## src/rtl/word_lane_serializer.sv

```systemverilog
// word_lane_serializer: accepts one WORD_W-bit word per handshake and streams
// its LANE_W-bit lanes out one per cycle. The lane order and the lane count
// are chosen per word. A new word can be accepted on the cycle the previous
// word's last lane transfers, so back-to-back words have no idle bubble.
module word_lane_serializer #(
    parameter int WORD_W  = 32,
    parameter int LANE_W  = 8,
    localparam int N_LANES = WORD_W / LANE_W,
    localparam int CNT_W   = $clog2(N_LANES) + 1
) (
    input  logic              clk,
    input  logic              reset,
    input  logic              in_valid,
    output logic              in_ready,
    input  logic [WORD_W-1:0] in_data,
    input  logic              in_msb_first,
    input  logic [CNT_W-1:0]  in_lanes,
    output logic              out_valid,
    input  logic              out_ready,
    output logic [LANE_W-1:0] out_data,
    output logic [CNT_W-1:0]  out_idx,
    output logic              out_last,
    output logic              busy
);

    typedef enum logic {
        IDLE = 1'b0,
        SEND = 1'b1
    } state_t;

    localparam logic [CNT_W-1:0] N_LANES_C = CNT_W'(N_LANES);
    localparam logic [CNT_W-1:0] ONE_C     = CNT_W'(1);

    state_t              state_q;
    logic [WORD_W-1:0]   word_q;
    logic                msb_q;
    logic [CNT_W-1:0]    cnt_q;
    logic [CNT_W-1:0]    idx_q;

    logic [CNT_W-1:0]    cnt_d;
    logic [CNT_W-1:0]    lane_sel;
    logic                out_fire;
    logic                in_take;

    // A requested lane count of 0, or one larger than the word holds, means "all lanes".
    always_comb begin
        cnt_d = in_lanes;
        if (in_lanes == '0 || in_lanes > N_LANES_C) begin
            cnt_d = N_LANES_C;
        end
    end

    assign out_valid = (state_q == SEND);
    assign busy      = (state_q == SEND);
    assign out_idx   = idx_q;
    assign out_last  = (state_q == SEND) && (idx_q == cnt_q - ONE_C);
    assign out_fire  = out_valid & out_ready;
    assign in_ready  = (state_q == IDLE) | (out_fire & out_last);
    assign in_take   = in_valid & in_ready;

    // Map emission position to physical lane; idx_q never exceeds N_LANES-1, so lane_sel stays in range.
    assign lane_sel = msb_q ? (N_LANES_C - ONE_C - idx_q) : idx_q;

    // Lane mux over the held word; only in-range lanes are decoded.
    always_comb begin
        out_data = '0;
        for (int k = 0; k < N_LANES; k++) begin
            if (lane_sel == CNT_W'(k)) begin
                out_data = word_q[k*LANE_W +: LANE_W];
            end
        end
    end

    // Controller: captures a word on input transfer and steps the lane index on each output transfer.
    always_ff @(posedge clk) begin
        if (reset) begin
            state_q <= IDLE;
            word_q  <= '0;
            msb_q   <= 1'b0;
            cnt_q   <= N_LANES_C;
            idx_q   <= '0;
        end else begin
            case (state_q)
                IDLE: begin
                    if (in_take) begin
                        state_q <= SEND;
                        word_q  <= in_data;
                        msb_q   <= in_msb_first;
                        cnt_q   <= cnt_d;
                        idx_q   <= '0;
                    end
                end
                SEND: begin
                    if (out_fire) begin
                        if (!out_last) begin
                            idx_q <= idx_q + ONE_C;
                        end else if (in_take) begin
                            word_q <= in_data;
                            msb_q  <= in_msb_first;
                            cnt_q  <= cnt_d;
                            idx_q  <= '0;
                        end else begin
                            state_q <= IDLE;
                            idx_q   <= '0;
                        end
                    end
                end
                default: begin
                    state_q <= IDLE;
                    idx_q   <= '0;
                end
            endcase
        end
    end

endmodule

```

## config.mk

```make
export PLATFORM = sky130hd
export DESIGN_NAME = word_lane_serializer
export DESIGN_NICKNAME = d
export VERILOG_FILES = /design/src/rtl/word_lane_serializer.sv
export SDC_FILE = /design/constraint.sdc
export NUM_CORES = 1
export LEC_CHECK = 0
export CAP_MARGIN = 30
export CORE_MARGIN = 4
export CORE_UTILIZATION = 50
export DETAILED_ROUTE_END_ITERATION = 12
export GPL_TIMING_DRIVEN = 0
export PLACE_DENSITY = 0.83
export SYNTH_ARGS = -nofsm -noshare
export SYNTH_HDL_FRONTEND = slang
export SYNTH_SLANG_ARGS = --single-unit
```

## constraint.sdc

```tcl
create_clock -name clk -period 2 [get_ports clk]
set_input_delay 0.4 -clock clk [delete_from_list [all_inputs] [get_ports clk]]
set_output_delay 0.4 -clock clk [all_outputs]
set_load 0.02 [all_outputs]
```

==> flow_summary_export.csv, run 1 <==
group,metric,value,unit
global_routing,wire_length_of_the_first_global_routing_pass,10200,um
critical_path,crit_path_cells,"buf_12 > xor2_4 > buf_6 > mux2i_2 > a211oi_2 > buf_4",
detailed_routing,detail_route.drc_violations,0,
logic_synthesis,yosys.cell_count.top_type,"sky130_fd_sc_hd__nand2b_1",
logic_synthesis,synth_seq_area_share,34.1,%
floorplanning,io-pin-count,55,
detailed_routing,post_drt_wl_per_cell,18.6,um
min_path,holdCritPathClass,"register to register",
detailed_routing,routed-via-count,2104,
job,max_cap_violations,0,
floorplanning,die_y,76.5,um
timing,slew_viol_final,0,
floorplanning,initial_core_util,52.8,%
status,run_status,"finished with violations",
logic_synthesis,synth.top_cell.area_share,34.1,%
finish,antenna-diode-count,0,
clock_tree,tritoncts_num_sinks,40,
clock_tree,cts_inserted_buffers,5,
floorplanning,num_rows,24,
timing,layout_min_cycle_time,2140,ps
logic_synthesis,yosys_register_bits,40,
power,max-vdd-ir-drop,0.444,mV
logic_synthesis,fraction_of_synthesis_flops_using_an_asynchronous_set_or_reset_pin,0,%
logic_synthesis,syn_inst,243,
place,gp_congestion,0.861,
timing,worst_pin_slew,519,ps
timing,final.period_utilization,107,%
floorplanning,die_w,76.5,um
logic_synthesis,yosysUniqueCellTypes,29,
timing,timing.final.hold_violations,0,
detailed_routing,drtPass1Iterations,4,
global_routing,number_of_antenna_violations_at_the_first_check_in_global_routing,0,
critical_path,critical_path.startpoint_type,"register",
power,p_leak,1.45,nW
finish,fin_nets,364,
critical_path,cp_class,"register to output pin",
detailed_routing,detailedRoute.firstIterationViolations,104,
timing,finalWorstSetupSlack,-138,ps
floorplanning,design.die.area,0.00586,sq mm
critical_path,arrival,1740,ps
logic_synthesis,dominantRegCellSynth,"sky130_fd_sc_hd__dfxtp_1",
place,buffer_ports.inserted,53,
detailed_routing,route.antenna.remaining_nets,0,
critical_path,timing.critical_path.fanout_max,5,
finish,final_cells,374,
clock_tree,cts_root_buffer,"sky130_fd_sc_hd__clkbuf_8",
timing,fin_setup_tns,-912,ps
finish,syn_to_final_growth,47.8,%
global_routing,grt_start_max_net_pins,14,
timing,fmax,468,MHz
clock_tree,clockBufferDepth,2,
clock_tree,insertion_delay,300,ps
timing,skew,7.84,ps
clock_tree,cts_tree,"done",
place,dp_cells,348,
logic_synthesis,ys.warnings.count,0,
logic_synthesis,post_synth_main_area_contributors,"sky130_fd_sc_hd__dfxtp_1 34%, sky130_fd_sc_hd__mux2i_1 19%, sky130_fd_sc_hd__nand2b_1 18%, sky130_fd_sc_hd__mux2_2 7.7%, sky130_fd_sc_hd__a211oi_1 2.6%",
critical_path,critPathRequiredTime,1600,ps
power,p_per_area,593,mW/mm^2
logic_synthesis,synth_common_cells,"69 x sky130_fd_sc_hd__nand2b_1, 44 x sky130_fd_sc_hd__mux2i_1, 40 x sky130_fd_sc_hd__dfxtp_1",
clock_tree,cts.clk_slew.worst_paths,80,ps
global_routing,gr-total-overflow,0,
floorplanning,core_region_area,0.00444,sq mm
timing,unrepaired_setup_endpoints_after_global_routing,"yes",
critical_path,crit_path_top_delay_cell,"sky130_fd_sc_hd__dfxtp_4",
place,place.detailed.hpwl,4170,um
detailed_routing,drt_wl_total,6970,um
logic_synthesis,synth_edf_count,0,
global_routing,grtUsageTotal,21.6,%
logic_synthesis,netlist.top_cell.by_area,"sky130_fd_sc_hd__dfxtp_1",
critical_path,end_kind,"output pin",
timing,whs,490,ps
logic_synthesis,synthesis.area,0.00235,sq mm
critical_path,timing.critical_path.slowest_cell_delay,360,ps
logic_synthesis,synth_fp_nets,286,
finish,fraction_of_final_layout_cells_with_drive_strength_greater_than_1,31.7,%
status,violations,"setup timing",
logic_synthesis,post_synth.cell_area_avg,9.66,sq um
clock_tree,cts.htree.levels,2,
timing,relative_max_transition_margin,65.0,%
timing,setup_violations,10,
detailed_routing,routed_via_density,5.63,
global_routing,grt_pass1_vias,2059,
-- registers in the layout, indices dropped and copies added, names as in the netlist --
name     flops
cnt_q        3
out_idx      3
word_q      32
msb_q        1
busy         1
-- metal layers --
metal  up-vias  share of wire [%]  global-route usage (%)
met3        18                6.0                    4.73
met2        78                 51                    36.7
li1        987                  -                       -
met1      1021                 40                    26.3
met5         -                  0                       0
met4         0                2.6                    8.70
-- per-stage QoR --
stage | worst slack (ps) | utilization, % | area [sq um] | power, W
floorplan | 16.0 | - | 2400 | 0.00120
global placement | -508 | 67.5 | 3000 | 0.00138
detailed placement | -512 | 67.5 | 3000 | 0.00139
CTS | -232 | 73.8 | 3280 | 0.00197
global route | -160 | 78.1 | 3470 | 0.00213
finish | -138 | 78.1 | 3470 | 0.00206
-- power by group --
group | internal (W) | total (W) | leakage, nW | switching, W
combinational | 0.000357 | 0.000625 | 1.07 | 0.000268
clock | 0.000243 | 0.000541 | 0.0479 | 0.000298
sequential | 0.000846 | 0.000893 | 0.332 | 0.0000474
-- cell families (layout without fill, tap and decap cells) --
| family | count (synthesis) | in the layout | synth area share (%) |
|---|---|---|---|
| and+or+nand+nor | 89 | 89 | 22.5 |
| xor gates and xnor gates | 5 | 5 | 2.82 |
| DFF | 40 | 40 | 34.1 |
| AOI/OAI and AO/OA | 24 | 24 | 7.51 |
| buffers and inverters | 22 | 101 | 5.06 |
| adders and majority gates | 3 | 3 | 1.60 |
| muxes | 60 | 60 | 26.4 |
-- cells in the final DEF, fill, tap and decap left out, types with 2 or more instances in the layout --
master                            synthesis  routed
sky130_fd_sc_hd__mux2_2                  16      16
sky130_fd_sc_hd__nor2_1                   4       3
sky130_fd_sc_hd__or2_2                    3       3
sky130_fd_sc_hd__inv_1                    5       3
sky130_fd_sc_hd__dfxtp_4                  0       2
sky130_fd_sc_hd__dfxtp_1                 40      33
sky130_fd_sc_hd__nand2b_1                69      69
sky130_fd_sc_hd__nand3_1                  4       4
sky130_fd_sc_hd__clkinv_2                 0       2
sky130_fd_sc_hd__and2_1                   2       2
sky130_fd_sc_hd__nand2_1                  5       5
sky130_fd_sc_hd__inv_2                    0       2
sky130_fd_sc_hd__o311ai_0                 2       2
sky130_fd_sc_hd__dfxtp_2                  0       5
sky130_fd_sc_hd__clkbuf_16                0       3
sky130_fd_sc_hd__buf_12                   0       5
sky130_fd_sc_hd__clkdlybuf4s50_1          0      43
sky130_fd_sc_hd__clkbuf_1                 9       8
sky130_fd_sc_hd__mux2i_2                  0       6
sky130_fd_sc_hd__buf_4                    1      20
sky130_fd_sc_hd__buf_6                    4       7
sky130_fd_sc_hd__clkbuf_8                 0       5
sky130_fd_sc_hd__ha_1                     3       2
sky130_fd_sc_hd__a211oi_2                 0       8
sky130_fd_sc_hd__a21oi_1                  2       2
sky130_fd_sc_hd__mux2i_1                 44      38
sky130_fd_sc_hd__o22ai_2                  0       8
-- cell type report --
cell class	count	area (sq um)
tap	52	65.1
inverter	5	18.8
clock buffer	5	68.8
sequential	40	815
timing repair buffer	72	729
fill	287	973
buffer	16	145
clock inverter	3	18.8
multi-input combinational	181	1610
-- worst max-delay path, delay by kind of cell, from the launching register on --
kind                      cells  cell delay, ps
muxes                         1             170
xor gates and xnor gates      1             190
DFF                           1             360
buffers and inverters         3             470
AOI/OAI and AO/OA             1             250
-- worst paths after layout --
kind / from / endpoint / slack [ps] / cells past startpoint
setup / recovery: out_idx[0] / out_data[0] / -140 / 6
hold / removal: cnt_q[1] / cnt_q[1] / 490 / 2
setup reg to reg: out_idx[2] / word_q[6] / 0 / 6
hold reg to reg: cnt_q[1] / cnt_q[1] / 490 / 2
-- what timing repair did --
action	CTS	global route
pin swaps	15	4
endpoints found under the hold margin	0	0
endpoints found under the setup margin	10	41
hold buffers	0	0
setup buffers	10	6
gates cloned	0	4
resized for setup	85	16
No activity file was read; power rests on OpenSTA's default activity.
==> run 2, diff against run 1 <==
--- a/config.mk
+++ b/config.mk
@@ -5,7 +5,7 @@
 export SDC_FILE = /design/constraint.sdc
 export NUM_CORES = 1
 export LEC_CHECK = 0
-export CAP_MARGIN = 30
+export CAP_MARGIN = 5
 export CORE_MARGIN = 4
 export CORE_UTILIZATION = 50
 export DETAILED_ROUTE_END_ITERATION = 12
==> results of run 2 <==
Same layout as run 1: the final DEF is identical, and so are final timing and power.
==> run 3, diff against run 2 <==
--- a/config.mk
+++ b/config.mk
@@ -6,8 +6,10 @@
 export NUM_CORES = 1
 export LEC_CHECK = 0
 export CAP_MARGIN = 5
+export CELL_PAD_IN_SITES_DETAIL_PLACEMENT = 0
+export CELL_PAD_IN_SITES_GLOBAL_PLACEMENT = 1
 export CORE_MARGIN = 4
-export CORE_UTILIZATION = 50
+export CORE_UTILIZATION = 38
 export DETAILED_ROUTE_END_ITERATION = 12
 export GPL_TIMING_DRIVEN = 0
 export PLACE_DENSITY = 0.83
==> run 3 against run 2 <==
The run still ends with setup timing left. Combinational power down 9.6%. Via count shrank 8.6%. Global-route usage down 5.9 points. Clock power increased by 2%. Sequential cell count stayed put. First-iteration DRC count fell by 39%. Final cell count grew 4.3%. Count of clock-buffer cells in the layout up 1. Critical path depth is the same. Sequential power fell by 0.7%. Maximum frequency rose by 2.2%. Sequential share of layout area is 0.58 points higher.
==> flow_summary_export.csv, run 3 (synthesis results as in run 1) <==
group,metric,value,unit
status,run_status,"finished with violations",
critical_path,critical_path.startpoint_type,"register",
detailed_routing,route.antenna.remaining_nets,0,
power,p_leak,1.40,nW
floorplanning,design.die.area,0.00750,sq mm
finish,top_register,"word_q",
global_routing,groute.layer.met3.usage,2.76,%
timing,finalWorstSetupSlack,-92.8,ps
place,dp_cells,371,
global_routing,grtUsageTotal,15.7,%
timing,whs,477,ps
clock_tree,cts.clk_slew.worst_paths,70,ps
place,place.detailed.hpwl,4130,um
timing,skew,6.09,ps
power,switching_power_share_of_the_total,27.9,%
place,placement.setup.worst_slack,-561,ps
timing,layout_min_cycle_time,2090,ps
floorplanning,initial_core_util,39.4,%
floorplanning,num_rows,28,
finish,flip_flop_count_of_the_largest_register_after_layout,32,
detailed_routing,routed-via-count,1924,
clock_tree,cts.htree.levels,2,
timing,worst_pin_slew,459,ps
global_routing,grt_start_max_net_pins,13,
timing,setup_violations,10,
finish,stdcell_area,0.00337,sq mm
clock_tree,cts_inserted_buffers,5,
timing,unrepaired_setup_endpoints_after_global_routing,"yes",
detailed_routing,drtPass1Iterations,4,
power,share_of_total_power_in_combinational_logic,28.2,%
global_routing,groute.layer.met1.usage,20.5,%
power,power.sequential.fraction,44.2,%
power,p_int,0.00144,W
detailed_routing,routed_via_density,4.93,
clock_tree,hold_buffers,0,
global_routing,busiest_layer,"met2",
detailed_routing,detailedRoute.firstIterationViolations,63,
critical_path,ff2ff_setup_slack,40,ps
global_routing,number_of_antenna_violations_at_the_first_check_in_global_routing,0,
global_routing,grt_pass1_vias,1966,
finish,final_cells,390,
detailed_routing,post_drt_wl_per_cell,14.6,um
finish,fin_nets,357,
floorplanning,die_y,86.6,um
floorplanning,core_region_area,0.00596,sq mm
power,p_per_area,596,mW/mm^2
timing,relative_max_transition_margin,69.4,%
global_routing,groute.layer.met2.usage,26.0,%
detailed_routing,drt_wl_total,5690,um
job,max_cap_violations,0,
global_routing,gr-total-overflow,0,
min_path,holdCritPathClass,"register to register",
power,max-vdd-ir-drop,0.353,mV
place,buffer_ports.inserted,53,
detailed_routing,detail_route.drc_violations,0,
critical_path,critPathRequiredTime,1600,ps
clock_tree,cts_tree,"done",
place,gp_congestion,0.833,
power,total_power,0.00201,W
timing,fmax,478,MHz
timing,timing.final.hold_violations,0,
critical_path,cp_class,"register to output pin",
floorplanning,io-pin-count,55,
place,cell_area_placed,0.00303,sq mm
critical_path,end_kind,"output pin",
finish,syn_to_final_growth,43.3,%
global_routing,wire_length_of_the_first_global_routing_pass,9360,um
status,violations,"setup timing",
clock_tree,insertion_delay,290,ps
critical_path,arrival,1690,ps
clock_tree,cts_root_buffer,"sky130_fd_sc_hd__clkbuf_8",
timing,final.period_utilization,105,%
finish,antenna-diode-count,0,
floorplanning,die_w,86.6,um
finish,layout_commonest_cell,"sky130_fd_sc_hd__nand2b_1",
timing,slew_viol_final,0,
power,clockPowerShare,27.6,%
finish,fraction_of_final_layout_cells_with_drive_strength_greater_than_1,28.3,%
finish,commonest_non_fill_non_tap_cells_in_the_layout,"69 x sky130_fd_sc_hd__nand2b_1, 43 x sky130_fd_sc_hd__clkdlybuf4s50_1, 40 x sky130_fd_sc_hd__mux2i_1",
power,switchingPower,0.000560,W
critical_path,timing.critical_path.fanout_max,7,
clock_tree,clockBufferDepth,2,
clock_tree,tritoncts_num_sinks,40,
## run 3: layout make-up
| class | count | area, sq um |
|---|---|---|
| multi-input combinational | 181 | 1570 |
| tap | 75 | 93.8 |
| fill | 544 | 2590 |
| clock buffer | 6 | 82.6 |
| buffer | 16 | 149 |
| timing repair buffer | 65 | 632 |
| sequential | 40 | 810 |
| inverter | 5 | 18.8 |
| clock inverter | 2 | 10.0 |
## run 3: worst paths after layout
path / from / end / cells past startpoint
setup / recovery: out_idx[0] / out_data[1] / 6
hold / removal: word_q[30] / word_q[30] / 2
setup reg to reg: out_idx[2] / word_q[24] / 6
hold reg to reg: word_q[30] / word_q[30] / 2
## run 3: routing by layer
| metal | vias to the layer above | wire (um) | part of all wire [%] |
|---|---|---|---|
| met5 | - | 0 | 0 |
| met4 | 0 | 93 | 1.6 |
| met3 | 7 | 252 | 4.4 |
| met2 | 38 | 2700 | 48 |
| met1 | 899 | 2640 | 46 |
| li1 | 980 | - | - |
## run 3: worst max-delay path, cell delays in order, from the launching register on
cell and delay [ps]:
sky130_fd_sc_hd__dfxtp_4 360, sky130_fd_sc_hd__buf_12 130, sky130_fd_sc_hd__xor2_4 190, sky130_fd_sc_hd__buf_12 160, sky130_fd_sc_hd__mux2i_2 160, sky130_fd_sc_hd__a211oi_2 220, sky130_fd_sc_hd__buf_4 180
## run 3: power groups by stage
stage / registers, W / clock network, W / logic (W)
after floorplan: 0.000894 / 0 / 0.000301
after global placement: 0.000902 / 0 / 0.000484
after detailed placement: 0.000903 / 0 / 0.000488
after CTS: 0.000887 / 0.000573 / 0.000553
after global routing: 0.000894 / 0.000604 / 0.000607
final: 0.000887 / 0.000553 / 0.000565
## run 3: through the flow
stage | TNS (ps) | utilization [%]
floorplan | 0 | -
global placement | -5110 | 50.8
detailed placement | -5250 | 50.8
CTS | -2480 | 55.6
global route | -1390 | 56.5
finish | -580 | 56.5
## run 3: what timing repair did
action | CTS | global route
buffers inserted | 7 | 6
endpoints found under the setup margin | 10 | 40
gates resized for setup | 90 | 2
pin swaps | 13 | 2
